<file path="src/rtl/xprod_arbiter.sv">
// Round-robin arbiter feeding one shared two-stage signed cross-product unit
// (Ax*By - Bx*Ay); results return on a single tagged response bus with backpressure.
module xprod_arbiter #(
  parameter int NREQ = 4,
  parameter int W    = 11
) (
  input  logic              clk,
  input  logic              reset,
  input  logic [NREQ-1:0]   req_valid,
  output logic [NREQ-1:0]   req_ready,
  input  logic [NREQ*W-1:0] req_ax,
  input  logic [NREQ*W-1:0] req_ay,
  input  logic [NREQ*W-1:0] req_bx,
  input  logic [NREQ*W-1:0] req_by,
  output logic              rsp_valid,
  input  logic              rsp_ready,
  output logic [2:0]        rsp_id,
  output logic [2*W:0]      rsp_value,
  output logic [1:0]        rsp_sign,
  output logic              idle
);

  localparam int PW = 2 * W;
  localparam int RW = 2 * W + 1;
  localparam logic [NREQ-1:0] ONE = {{(NREQ-1){1'b0}}, 1'b1};

  logic [2:0]            ptr;
  logic [2:0]            ptr_next;
  logic [2:0]            gidx;
  logic [3:0]            cand;
  logic [NREQ-1:0]       mask;
  logic [NREQ-1:0]       grant;
  logic                  found;
  logic                  adv;
  logic                  accept;

  logic signed [W-1:0]   sel_ax;
  logic signed [W-1:0]   sel_ay;
  logic signed [W-1:0]   sel_bx;
  logic signed [W-1:0]   sel_by;

  logic signed [PW-1:0]  p1;
  logic signed [PW-1:0]  p2;
  logic [2:0]            id1;
  logic                  v1;
  logic signed [RW-1:0]  diff;

  assign adv = !rsp_valid || rsp_ready;

  // Search starts at ptr and wraps; the first valid requester found wins.
  always_comb begin
    grant = '0;
    gidx  = '0;
    found = 1'b0;
    cand  = '0;
    mask  = '0;
    for (int unsigned i = 0; i < NREQ; i++) begin
      cand = {1'b0, ptr} + 4'(i);
      if (cand >= 4'(NREQ)) cand = cand - 4'(NREQ);
      mask = ONE << cand;
      if (!found && (|(req_valid & mask))) begin
        found = 1'b1;
        grant = mask;
        gidx  = cand[2:0];
      end
    end
  end

  // Grants are suppressed while reset is held so nothing can handshake into a cleared pipe.
  assign req_ready = (found && adv && reset) ? grant : '0;
  assign accept    = |(req_ready & req_valid);
  assign ptr_next  = (gidx == 3'(NREQ - 1)) ? 3'd0 : gidx + 3'd1;

  always_comb begin
    sel_ax = '0;
    sel_ay = '0;
    sel_bx = '0;
    sel_by = '0;
    for (int unsigned i = 0; i < NREQ; i++) begin
      if (grant[i]) begin
        sel_ax = req_ax[i*W +: W];
        sel_ay = req_ay[i*W +: W];
        sel_bx = req_bx[i*W +: W];
        sel_by = req_by[i*W +: W];
      end
    end
  end

  always_ff @(posedge clk) begin
    if (accept) begin
      p1  <= PW'(sel_ax) * PW'(sel_by);
      p2  <= PW'(sel_bx) * PW'(sel_ay);
      id1 <= gidx;
    end
  end

  assign diff = RW'(p1) - RW'(p2);

  always_ff @(posedge clk or negedge reset) begin
    if (!reset) begin
      v1        <= 1'b0;
      rsp_valid <= 1'b0;
      rsp_id    <= '0;
      rsp_value <= '0;
      ptr       <= '0;
    end else if (adv) begin
      v1        <= accept;
      rsp_valid <= v1;
      rsp_id    <= id1;
      rsp_value <= diff;
      if (accept) ptr <= ptr_next;
    end
  end

  always_comb begin
    if (rsp_value[RW-1])  rsp_sign = 2'd1;
    else if (|rsp_value) rsp_sign = 2'd2;
    else                  rsp_sign = 2'd0;
  end

  assign idle = !v1 && !rsp_valid && !(|req_valid);

endmodule

</file>
<file path="config.mk">
export PLATFORM = sky130hd
export DESIGN_NAME = xprod_arbiter
export DESIGN_NICKNAME = d
export VERILOG_FILES = /design/src/rtl/xprod_arbiter.sv
export SDC_FILE = /design/constraint.sdc
export NUM_CORES = 1
export LEC_CHECK = 0
export CAP_MARGIN = 40
export CORE_UTILIZATION = 41
export CTS_BUF_LIST = sky130_fd_sc_hd__clkbuf_2
export CTS_CLUSTER_SIZE = 8
export DETAILED_ROUTE_END_ITERATION = 10
export GPL_TIMING_DRIVEN = 0
export PLACE_DENSITY = 0.65
export REMOVE_ABC_BUFFERS = 1
export SLEW_MARGIN = 20
export SYNTH_ARGS = -nofsm -noshare
export SYNTH_HDL_FRONTEND = slang
export SYNTH_SLANG_ARGS = --single-unit
</file>
<file path="constraint.sdc">
create_clock -name clk -period 8.5 [get_ports clk]
set_input_delay 1.275 -clock clk [delete_from_list [all_inputs] [get_ports clk]]
set_output_delay 1.275 -clock clk [all_outputs]
set_load 0.01 [all_outputs]
</file>
* Word-level counts from Yosys, hierarchy flattened *
Index checks and enable logic that the tools add are counted.

operators by class
  $add $sub $neg = 9
  multiply operators = 2
  $lt $le $gt $ge = 4
  eq/ne operators = 1
  shift-type cells = 4
  muxes and demuxes = 36
  bitwise gates (word level) = 5
  reductions and logical operators = 22

operator list
  operator                                              number
  2-to-1 mux 11 bit                                     16
  multiplier 11 x 11 -> 22 bit                          2
  2-to-1 mux 4 bit                                      9
  OR reduction 4 bit                                    6
  OR reduction 23 bit                                   1
  subtractor 22 x 22 -> 23 bit                          1
  bitwise AND 4 bit                                     5
  left shift 1 x 4 -> 4 bit (first input constant)      4
  2-to-1 mux 3 bit                                      5
  >= comparator 4 x 3 -> 1 bit (second input constant)  3
  subtractor 4 x 3 -> 4 bit (second input constant)     3
  adder 3 x 2 -> 4 bit (second input constant)          2
  logical AND 1 bit                                     7
  zero test 1 bit                                       6
  adder 3 x 1 -> 4 bit (second input constant)          1
  2-to-1 mux 1 bit                                      4
  2-to-1 mux 2 bit                                      2
  subtractor 3 x 3 -> 4 bit (second input constant)     1
  adder 3 x 1 -> 3 bit (second input constant)          1
  equality test 3 x 2 -> 1 bit (second input constant)  1
  >= comparator 3 bit (second input constant)           1
  AND reduction 2 bit                                   1
  logical OR 1 bit                                      1

storage, ports and cells
  register bits after elaboration = 78
  input port bits = 183
  word-level logic and storage cells = 91

* Depth between registers and ports, before layout *
  word-level depth = 21
  depth in mapped cells = 36

* Least setup slack after synthesis *
Ideal clock, no wire load.

  path kind = input to register
  start = input req_valid[3]
  end = register p1[21] (data pin)
  setup time = 259 ps
  data arrival time = 8,199 ps
  path slack = 41 ps
  cell stages on the path = 30
  path buffers = 3
  cells stage by stage = mux4_2 -> a211oi_4 -> nand2b_2 -> o311ai_2 -> nor2b_2 -> buf_6 -> buf_6 -> buf_6 -> a221oi_2 -> nor3_2 -> a21o_4 -> nand2_1 -> fa_1 -> fa_1 -> fa_1 -> inv_1 -> fa_1 -> inv_1 -> fa_1 -> inv_1 -> ha_1 -> or2_2 -> a21oi_1 -> a31o_2 -> o21bai_1 -> nor2b_1 -> nor2_1 -> a2111oi_0 -> a21oi_1 -> xnor2_1

on the way
  longest elaborated chain between the ends = 17
  elaborated cells between the ends (all ways) = 30
  those cells by class = mul: 1; mux: 15; bitwise: 4; reduce/logical: 10

RTL lines
  element                           RTL line  RTL
  from (decl)                       9         input logic [NREQ-1:0] req_valid,
  bitwise AND 4 bit                 61        if (!found && (|(req_valid & mask))) begin
  OR reduction 4 bit                61
  2-to-1 mux 1 bit                  61
  zero test 1 bit                   61
  logical AND 1 bit                 61
  2-to-1 mux 1 bit                  61
  zero test 1 bit                   61
  logical AND 1 bit                 61
  2-to-1 mux 1 bit                  61
  zero test 1 bit                   61
  logical AND 1 bit                 61
  2-to-1 mux 4 bit (*)              61
  2-to-1 mux 11 bit (4 in series)   80        if (grant[i]) begin
  multiplier 11 x 11 -> 22 bit (*)  91        p1 <= PW'(sel_ax) * PW'(sel_by);
  to (signal assigned)              91
  to (decl)                         42        logic signed [PW-1:0] p1;

Every way passes the cells marked *; elsewhere a longest branch is shown, timed or not.
A chain may end at the register's enable or synchronous reset.

* Final worst setup path *
  start = input req_valid[3]
  end = register p1[20] (data pin)

Same word-level chain as after synthesis.

==> reports/results.txt <==
Die H -> 192 um
max incr delay on CP -> 0.57 ns
initial drt markers -> 641
top cells by area, synth -> fa_1, ha_1, edfxtp_1
DPL Wire Length -> 30.7 mm
pin count of the biggest net entering global routing -> 37
DR WL/cell -> 16.2 um
worst slew pin tran -> 0.914 ns
WHS -> 0.486 ns
CP bufs+invs -> 5
Tot GR Track Use -> 21.2%
first-pass GRT wire length -> 62.3 mm
final hold vios -> 0
# rows -> 69
I/O pins -> 217
critical path type -> input pin to flop
Post-synth ARST share -> 39.7%
clock buffer depth -> 2
max-slew violation count -> 0
Mean Syn Cell Area -> 9.00 um^2
CP top delay family -> adder cells
Yosys warnings -> 0
Worst setup SP type -> input pin
FF+latch count, synth -> 78
status -> complete, but fails checks
Core Area -> 35,700 um^2
Max Cap Viol -> 0
grt total ovfl -> 0
failing checks -> DRC
Antenna diodes -> 0
most frequent cells in the layout -> inv_1, fa_1, clkdlybuf4s50_1
Clk Latency, worst-skew pair -> 0.57 ns
initial core utilization -> 41.7%
WP data required -> 8.84 ns
Die W -> 192 um
Post-Synthesis Cells -> 1,652
Reg clk slew, reported paths -> 0.29 ns
Distinct cells, synth -> 75
final WL -> 38.3 mm
dominant register cell in the synthesized netlist -> edfxtp_1
RePlAce Congestion -> 0.892
CP max FO -> 25
drt pass-1 iters -> 8
Via density -> 5.21
most common cell after layout, fill and taps aside -> inv_1
final worst-path cycle share -> 97.2%
H-tree lvl count -> 3
endpoint class of the critical path -> flop
final setup fails -> 0
post-synthesis sequential area ratio -> 14.7%
placed instance count -> 2,292
Synth area leader -> fa_1
number of global-route vias before repair -> 12,608
Post-synth EDFFs -> 47
Max Clk Rate -> 0.121 GHz
normalized max-slew margin -> 38.6%
Worst EP arrival -> 8.60 ns
Num CTS Buffers -> 9
worst hold path class -> input pin to asynchronous set/reset pin
antenna violations before repair -> 0
Post-Syn Area -> 14,900 um^2
Final Net Count -> 2,442
clk_skew -> 0.0661 ns
fin cells -> 2,370
clk sinks -> 78
Final ANT Viol Nets -> 0
root buf cell -> clkbuf_2
crit path max-delay cell type -> mux4_2
layout cells sized above 1 -> 12.0%
routed via count -> 12,341
DRC Markers -> 20
die area -> 37,000 um^2
Tmin final -> 8.26 ns
Hold-fix buffers, CTS -> 0
CTS tree -> built
PortBufs -> 216
crit-path most repeated cell -> fa_1
Layout area overhead -> 25.0%
top cell type's share of synthesized area -> 31.6%
logic make-up (layout without fill, tap and decap cells):
group | Yosys count | after routing | share of synthesized area (%)
AND/OR/NAND/NOR | 482 | 484 | 14.7
buffers and inverters | 391 | 643 | 10.7
adder cells (fa/ha/maj) | 355 | 355 | 41.7
AO/OA/AOI/OAI | 269 | 272 | 13.3
flip-flops | 78 | 78 | 14.7
XOR/XNOR | 67 | 67 | 3.95
multiplexers | 10 | 10 | 0.875
path summary, 6_finish.rpt:
kind,start,endpoint,slack [ns],cells past startpoint
min reg2reg,id1[1],rsp_id[1],0.51,2
max reg2reg,flop,p1[21],0.30,31
max in group asynchronous,reset,rsp_value[20],7.52,2
min in group clk,id1[1],rsp_id[1],0.51,2
min,reset,rsp_valid,0.49,1
max,req_valid[3],p1[20],0.24,28
cell type report:
type,count,area (um^2)
timing repair buffer,299,2990
tap,461,577
clock inverter,7,63.8
clock buffer,9,45.0
sequential,78,2190
fill,3312,17100
multi-input combinational,1188,11500
inverter,328,1230
worst register-to-register path: cells and delay by family (launching register included):
family / cells / cell delay (ns)
flip-flops: 1 / 0.50
adder cells (fa/ha/maj): 7 / 3.15
AO/OA/AOI/OAI: 9 / 1.93
buffers and inverters: 9 / 1.25
multiplexers: 1 / 0.29
XOR/XNOR: 1 / 0.14
AND/OR/NAND/NOR: 4 / 0.71
what timing repair did:
item / in CTS / in global routing
resized for setup: 44 / 50
setup endpoints to repair: 27 / 12
cloned: 3 / 3
buffers inserted: 31 / 25
pin swaps: 11 / 13
layer usage:
| layer | global-route usage, % | wire length (um) | vias up |
|---|---|---|---|
| met3 | 2.82 | 1830 | 37 |
| met4 | 4.24 | 725 | 0 |
| li1 | - | - | 5807 |
| met1 | 28.3 | 16700 | 6218 |
| met2 | 36.6 | 19100 | 279 |
| met5 | 0 | 0 | - |
sequential cells by signal, summed over array words and instances, names as in the netlist, named ones only:
name	flops
v1	1
p1	22
ptr	2
id1	3
rsp_value	23
rsp_valid	1
p2	22
rsp_id	3
stage by stage:
stage / TNS, ns / setup WS [ns] / util [%] / cell area (um^2)
3_3_place_gp: -187.95 / -6.18 / 48.4 / 17300
3_5_place_dp: -38.23 / -2.38 / 49.4 / 17600
4_1_cts: 0 / 0.00822 / 51.0 / 18200
5_1_grt: -0.169 / -0.0571 / 52.2 / 18600
2_1_floorplan: -70.85 / -3.09 / - / 14500
6_report: 0 / 0.240 / 52.2 / 18600
cells in the mapped netlist, drive strengths merged, types with 3 or more instances:
cell     number
nand4         3
a221o        10
nor2        178
and3          5
ha          120
clkbuf       14
a21oi        84
mux2          4
inv         328
o31ai         5
nand3         7
dfrtp        31
xnor2        53
and2         24
nand2       161
edfxtp       47
a21boi        4
buf          49
o211ai        5
or3           4
nor2b        16
nor4          5
mux2i         4
o21a          5
a21o         35
o21bai        7
xor2         14
o21ai        46
a211oi        5
nor3         43
or2          11
o41ai         3
nand2b       18
a31oi         5
a221oi       35
fa          235
a2111oi       3
Power is left out: the tool's default activity adds up to more than one toggle a clock period on the data nets, which glitch-free logic cannot reach.
